==> config.mk <==
export PLATFORM = sky130hd
export DESIGN_NAME = sequential_divider
export DESIGN_NICKNAME = d
export VERILOG_FILES = /design/src/rtl/sequential_divider.sv
export SDC_FILE = /design/constraint.sdc
export NUM_CORES = 1
export LEC_CHECK = 0
export CAP_MARGIN = 20
export CORE_MARGIN = 8
export CORE_UTILIZATION = 38
export DETAILED_ROUTE_END_ITERATION = 16
export PLACE_DENSITY = 0.61
export SLEW_MARGIN = 20
export SYNTH_ARGS = -nofsm -noshare
export SYNTH_HDL_FRONTEND = slang
export SYNTH_SLANG_ARGS = --single-unit
==> constraint.sdc <==
create_clock -name clk -period 5.2 [get_ports clk]
set_input_delay 1.56 -clock clk [delete_from_list [all_inputs] [get_ports clk]]
set_output_delay 1.56 -clock clk [all_outputs]
set_load 0.005 [all_outputs]
==> src/rtl/sequential_divider.sv <==
// Multi-cycle restoring unsigned divider: 2N-bit dividend / N-bit divisor.
// One quotient bit per clock; divide-by-zero and quotient overflow are
// resolved in a single classification cycle before any iteration runs.
module sequential_divider #(
  parameter int N = 8
) (
  input  logic           clk,
  input  logic           reset,
  input  logic           start,
  input  logic [2*N-1:0] dividend,
  input  logic [N-1:0]   divisor,
  output logic [N-1:0]   quotient,
  output logic [N-1:0]   remainder,
  output logic           busy,
  output logic           done,
  output logic           div_by_zero,
  output logic           overflow
);

  localparam logic [1:0] S_IDLE  = 2'd0;
  localparam logic [1:0] S_CHECK = 2'd1;
  localparam logic [1:0] S_ITER  = 2'd2;
  localparam logic [1:0] S_DONE  = 2'd3;
  localparam int         CW      = $clog2(N + 1);

  logic [1:0]    state_q, state_d;
  logic [N-1:0]  r_q, r_d;        // partial remainder (high half of shift reg)
  logic [N-1:0]  q_q, q_d;        // dividend low half, becomes the quotient
  logic [N-1:0]  d_q, d_d;
  logic [CW-1:0] cnt_q, cnt_d;
  logic [N-1:0]  quot_q, quot_d;
  logic [N-1:0]  rem_q, rem_d;
  logic          busy_q, busy_d;
  logic          done_q, done_d;
  logic          dbz_q, dbz_d;
  logic          ovf_q, ovf_d;

  // One restoring step; r<d always holds, so N+1 bits cover the compare.
  logic [N:0]    t;
  logic [N:0]    diff;
  logic          ge;
  logic [N-1:0]  r_step;
  logic [N-1:0]  q_step;

  assign t      = {r_q, q_q[N-1]};
  assign diff   = t - {1'b0, d_q};
  assign ge     = (t >= {1'b0, d_q});
  assign r_step = ge ? diff[N-1:0] : t[N-1:0];
  assign q_step = {q_q[N-2:0], ge};

  // Next-state and datapath control.
  always_comb begin
    state_d = state_q;
    r_d     = r_q;
    q_d     = q_q;
    d_d     = d_q;
    cnt_d   = cnt_q;
    quot_d  = quot_q;
    rem_d   = rem_q;
    busy_d  = busy_q;
    done_d  = done_q;
    dbz_d   = dbz_q;
    ovf_d   = ovf_q;
    case (state_q)
      S_IDLE, S_DONE: begin
        if (start) begin
          {r_d, q_d} = dividend;
          d_d        = divisor;
          done_d     = 1'b0;
          dbz_d      = 1'b0;
          ovf_d      = 1'b0;
          busy_d     = 1'b1;
          state_d    = S_CHECK;
        end
      end
      S_CHECK: begin
        if (d_q == '0) begin
          dbz_d   = 1'b1;
          quot_d  = '1;
          rem_d   = q_q;
          busy_d  = 1'b0;
          done_d  = 1'b1;
          state_d = S_DONE;
        end else if (r_q >= d_q) begin
          ovf_d   = 1'b1;
          quot_d  = '1;
          rem_d   = '0;
          busy_d  = 1'b0;
          done_d  = 1'b1;
          state_d = S_DONE;
        end else begin
          cnt_d   = CW'(N);
          state_d = S_ITER;
        end
      end
      S_ITER: begin
        r_d   = r_step;
        q_d   = q_step;
        cnt_d = cnt_q - CW'(1);
        if (cnt_q == CW'(1)) begin
          quot_d  = q_step;
          rem_d   = r_step;
          busy_d  = 1'b0;
          done_d  = 1'b1;
          state_d = S_DONE;
        end
      end
      default: state_d = S_IDLE;
    endcase
  end

  // State registers with synchronous active-high reset.
  always_ff @(posedge clk) begin
    if (reset) begin
      state_q <= S_IDLE;
      r_q     <= '0;
      q_q     <= '0;
      d_q     <= '0;
      cnt_q   <= '0;
      quot_q  <= '0;
      rem_q   <= '0;
      busy_q  <= 1'b0;
      done_q  <= 1'b0;
      dbz_q   <= 1'b0;
      ovf_q   <= 1'b0;
    end else begin
      state_q <= state_d;
      r_q     <= r_d;
      q_q     <= q_d;
      d_q     <= d_d;
      cnt_q   <= cnt_d;
      quot_q  <= quot_d;
      rem_q   <= rem_d;
      busy_q  <= busy_d;
      done_q  <= done_d;
      dbz_q   <= dbz_d;
      ovf_q   <= ovf_d;
    end
  end

  assign quotient    = quot_q;
  assign remainder   = rem_q;
  assign busy        = busy_q;
  assign done        = done_q;
  assign div_by_zero = dbz_q;
  assign overflow    = ovf_q;

endmodule

[After elaboration in Yosys (flattened, before gate mapping)]
Cells that the tools add are included.
Storage, ports and cells
  memory bits (writable): 0
  memory bits (read-only): 0
  latch bits: 0
  input bits: 27
  register bits: 50
  output and inout port bits: 20
  memories kept: 0
  word-level logic and storage cells: 75
Cells by class
  order comparisons: 2
  div/mod/pow operators: 0
  shift-type cells: 0
  multiply operators: 0
  reductions and logical operators: 14
  mux-type cells: 35
  $add $sub $neg: 2
  bitwise operators: 0
  equality and inequality tests: 11
Operators by type and width (count)
  $mux W8: 9
  $pmux W8 S2: 4
  $mux W1: 12
  $ne A2 B2 Y1 const B: 6
  $reduce_and A3 Y1: 4
  $ge A9 B8 Y1: 1
  $ge A8 B8 Y1: 1
  $logic_not A8 Y1: 1
  $mux W4: 2
  $pmux W4 S2: 1
  $sub A8 B8 Y8: 1
  $pmux W1 S3: 2
  $pmux W2 S3: 1
  $reduce_and A2 Y1: 3
  $reduce_bool A2 Y1: 3
  $eq A2 B2 Y1 const B: 2
  $eq A4 B1 Y1 const B: 1
  $mux W2: 2
  $pmux W1 S2: 2
  $reduce_and A4 Y1: 1
  $sub A4 B1 Y4 const B: 1
  $ne A3 B3 Y1 const B: 1
  $eq A2 B1 Y1 const B: 1
  $logic_not A2 Y1: 1
  $reduce_or A2 Y1: 1

[Longest topological paths before layout]
  word-level depth: 4
  depth in mapped cells: 10
  depth with buffers taken out: 9

[Worst setup path after synthesis]
Ideal clock, no wire load.
  path kind: input port to flip-flop
  from: in start
  to: reg r_q[0]
  slack: 2.460 ns
  cell stages on the path: 6
  setup time: 0.095 ns
  arrival: 2.645 ns
  path buffers: 2
  required time: 5.105 ns
  cells stage by stage: and2_1 -> clkbuf_1 -> a21oi_1 -> clkbuf_1 -> a21oi_1 -> a221oi_1
On the way
  cells in the longest elaborated chain, start to end: 2
Ends and longest elaborated chain
  start: declaration: line 9  | input logic start,
  $ne A2 B2 Y1 (no source line)
  $reduce_and A2 Y1 (no source line)
  end signal: assignment: line 128  | r_q <= r_d;
  end: declaration: line 27  | logic [N-1:0] r_q, r_d;
No other way between the ends.
A chain may end at the register's enable or synchronous reset.

[Worst setup path in the final report]
  from: in start
  to: reg r_q[5]
The elaborated chain is that of the path after synthesis.

==> flow_metrics.tcl <==
set metrics [dict create \
    htreeDepth 2 \
    yosysSeqAreaShare 0.339 \
    status "completed" \
    final_max_slew_viol_count 0 \
    cts_setup_buffers 0 \
    r2r_slack_ns 1.93 \
    fin_crit_sh 0.658 \
    grt_max_degree 29 \
    totalWireLength_mm 8.18 \
    rsz0062_at_grt "no" \
    route.detailed.drc 0 \
    num_rows 32 \
    synth_warnings 0 \
    ctsRootBufferMaster "clkbuf_8" \
    chipHeight_um 104 \
    tightest_slew_ns 1.05 \
    met3_length_um 281 \
    holdCritPathClass "reg2reg" \
    initial_core_util 0.386 \
    clkTransAtPathRegs_ns 0.10 \
    overflow 0 \
    place.gp.congestion 0.845 \
    hold_violations 0 \
    fin_crit_ns 3.42 \
    first_iter_violations 187 \
    cts_buffer_depth 2 \
    drive_gt1_frac 0.0574 \
    synth_cells 364 \
    antenna_found_initial 0 \
    cp_data_arrival_time_ns 3.60 \
    dieArea_um2 10900 \
    antennaDiodeCount 0 \
    regToRegEndpoint "remainder[0]$_SDFFE_PP0P_" \
    grt_usage 0.151 \
    nFillCells 780 \
    whs_ns 0.475 \
    fin_nets 448 \
    cts_hold_buf 0 \
    portBuffers 46 \
    met1_length_mm 4.04 \
    synthesis.area_um2 2960 \
    cts_inserted_buffers 5 \
    grt_pass1_vias 2785 \
    power_leakage_nw 1.32 \
    skew_ns 0.00652 \
    area_delta_synth_final_pct 21.5 \
    cts_tree "yes" \
    maxSlewHeadroom 0.294 \
    ys_seq_elements 50 \
    path_class "in2reg" \
    dpl_worst_slack_ns 1.51 \
    fmax_ghz 0.292 \
    multi_input_area_um2 1790 \
    cts_resized 0 \
    cp-endpoint "r_q[5]$_SDFFE_PP0P_" \
    critPathLaunchType "input pin" \
    layout_commonest_cell "dfxtp_1" \
    power_density_nw_per_um2 704 \
    routed.top_layer "met4" \
    r2r_start "r_q[0]$_SDFFE_PP0P_" \
    met2_length_mm 3.78 \
    drv_cap 0 \
    synth_async_sr_flop_share 0 \
    cp-end-kind "flop" \
    path_max_fanout 11 \
    layout_setup_ws_ns 1.78 \
    syn_nets 412 \
    setup_viol 0 \
    ioPinCount 47 \
    worstRegToRegCells 8 \
    antenna_left 0 \
    wl_per_cell_um 16.3 \
    clk_latency_ns 0.31 \
    firstDrtPassIters 4 \
    ys_types 61 \
    cts.sinks 50 \
    synth_edf_count 0 \
    core_um2 7650 \
    peakVddDrop_mv 0.320 \
    vias_per_cell 5.52 \
    grt_pass1_wl_mm 14.0 \
    setup_tns_ns 0 \
    dp_hpwl_mm 6.15 \
    dr_total_vias 2779 \
    register_area_um2 1000 \
    crit_required_ns 5.38 \
    startpoint "start" \
    die_w_um 104 \
    avgSynthCellArea_um2 8.12 \
    final_core_utilization 0.469 \
    synth_ff_type "dfxtp_1" \
    report.power.total_mw 2.53 \
    layout_common_cells "50 x dfxtp_1, 45 x clkdlybuf4s50_1, 40 x a21oi_1" \
]
metal layers:
layer	vias to the layer above	track usage
met4	0	0.0403
met1	1305	0.201
met5	-	0
li1	1412	-
met2	56	0.246
met3	6	0.0254
area by class of cell:
type | count | share of cell area
Multi-Input combinational cell | 274 | 0.499
Sequential cell | 50 | 0.279
Timing Repair Buffer | 49 | 0.133
Tap cell | 102 | 0.0356
Inverter | 20 | 0.0209
Clock buffer | 5 | 0.0192
Clock inverter | 3 | 0.0136
worst max-delay path, stage by stage:
cell and delay, ns:
clkdlybuf4s50_1 0.50, and2_1 0.33, a21oi_1 0.77, nor2_1 0.12
o41ai_1 0.10, o21bai_1 0.16, a21oi_1 0.07
where the power goes:
group | switching, mW | internal (mW) | leakage [nW]
Sequential | 0.125 | 0.520 | 0.412
Clock | 0.146 | 0.147 | 0.0563
Combinational | 0.950 | 0.640 | 0.855
Total | 1.22 | 1.31 | 1.32
sequential cells by signal, summed over array words and instances, names as in the netlist, 2 cells and up:
signal     cells
remainder      8
cnt_q          4
d_q            8
r_q            8
state_q        2
q_q            8
quotient       8
how the worst min path moves through the flow:
stage / startpoint / endpoint / slack (ns) / depth (start not counted)
2_1_floorplan: cnt_q[1]$_SDFFE_PP0P_ / cnt_q[1]$_SDFFE_PP0P_ / 0.44 / 2
3_3_place_gp: cnt_q[1]$_SDFFE_PP0P_ / cnt_q[1]$_SDFFE_PP0P_ / 0.46 / 2
3_5_place_dp: d_q[5]$_SDFFE_PP0P_ / d_q[5]$_SDFFE_PP0P_ / 0.46 / 2
4_1_cts: d_q[5]$_SDFFE_PP0P_ / d_q[5]$_SDFFE_PP0P_ / 0.48 / 2
5_1_grt: d_q[7]$_SDFFE_PP0P_ / d_q[7]$_SDFFE_PP0P_ / 0.50 / 2
6_report: d_q[5]$_SDFFE_PP0P_ / d_q[5]$_SDFFE_PP0P_ / 0.48 / 2
kinds of logic (layout without fill, tap and decap cells):
logic type / count (synthesis) / in the layout / share of synthesized area
multiplexers: 8 / 8 / 0.0271
flip-flops: 50 / 50 / 0.339
AND/OR/NAND/NOR: 122 / 122 / 0.201
AO/OA/AOI/OAI: 120 / 120 / 0.277
buffers and inverters: 40 / 77 / 0.0555
adder cells (fa/ha/maj): 21 / 21 / 0.0914
XOR/XNOR: 3 / 3 / 0.00889
synth_stat cells (2+ instances only):
library cell | n | area [µm²]
dfxtp_1 | 50 | 1000
a21oi_1 | 40 | 200
nand2_1 | 39 | 146
nor2_1 | 24 | 90.1
nor3_1 | 21 | 105
ha_1 | 20 | 250
inv_1 | 19 | 71.3
clkbuf_1 | 14 | 52.6
a211oi_1 | 13 | 97.6
nand3_1 | 9 | 45.0
a311oi_1 | 8 | 70.1
mux2i_1 | 8 | 80.1
o21ai_0 | 8 | 40.0
o211ai_1 | 7 | 52.6
o21a_1 | 7 | 52.6
o21ai_1 | 7 | 35.0
nor2b_1 | 4 | 25.0
o31ai_1 | 4 | 30.0
a21o_1 | 3 | 22.5
a31oi_1 | 3 | 18.8
and3_1 | 3 | 18.8
nand2b_1 | 3 | 18.8
or3_1 | 3 | 18.8
and2_1 | 2 | 12.5
buf_1 | 2 | 7.51
buf_2 | 2 | 10.0
nand3b_1 | 2 | 15.0
nor3_2 | 2 | 20.0
nor3b_1 | 2 | 15.0
o311a_1 | 2 | 20.0
o41ai_2 | 2 | 32.5
xor2_1 | 2 | 17.5
through the flow:
step	std cells	cell area, µm²
global route	503	3590
CTS	503	3590
detailed placement	495	3470
global placement	495	3470
floorplan	364	2960
finish	503	3590
Note: power is estimated with default switching activity, not from simulation.
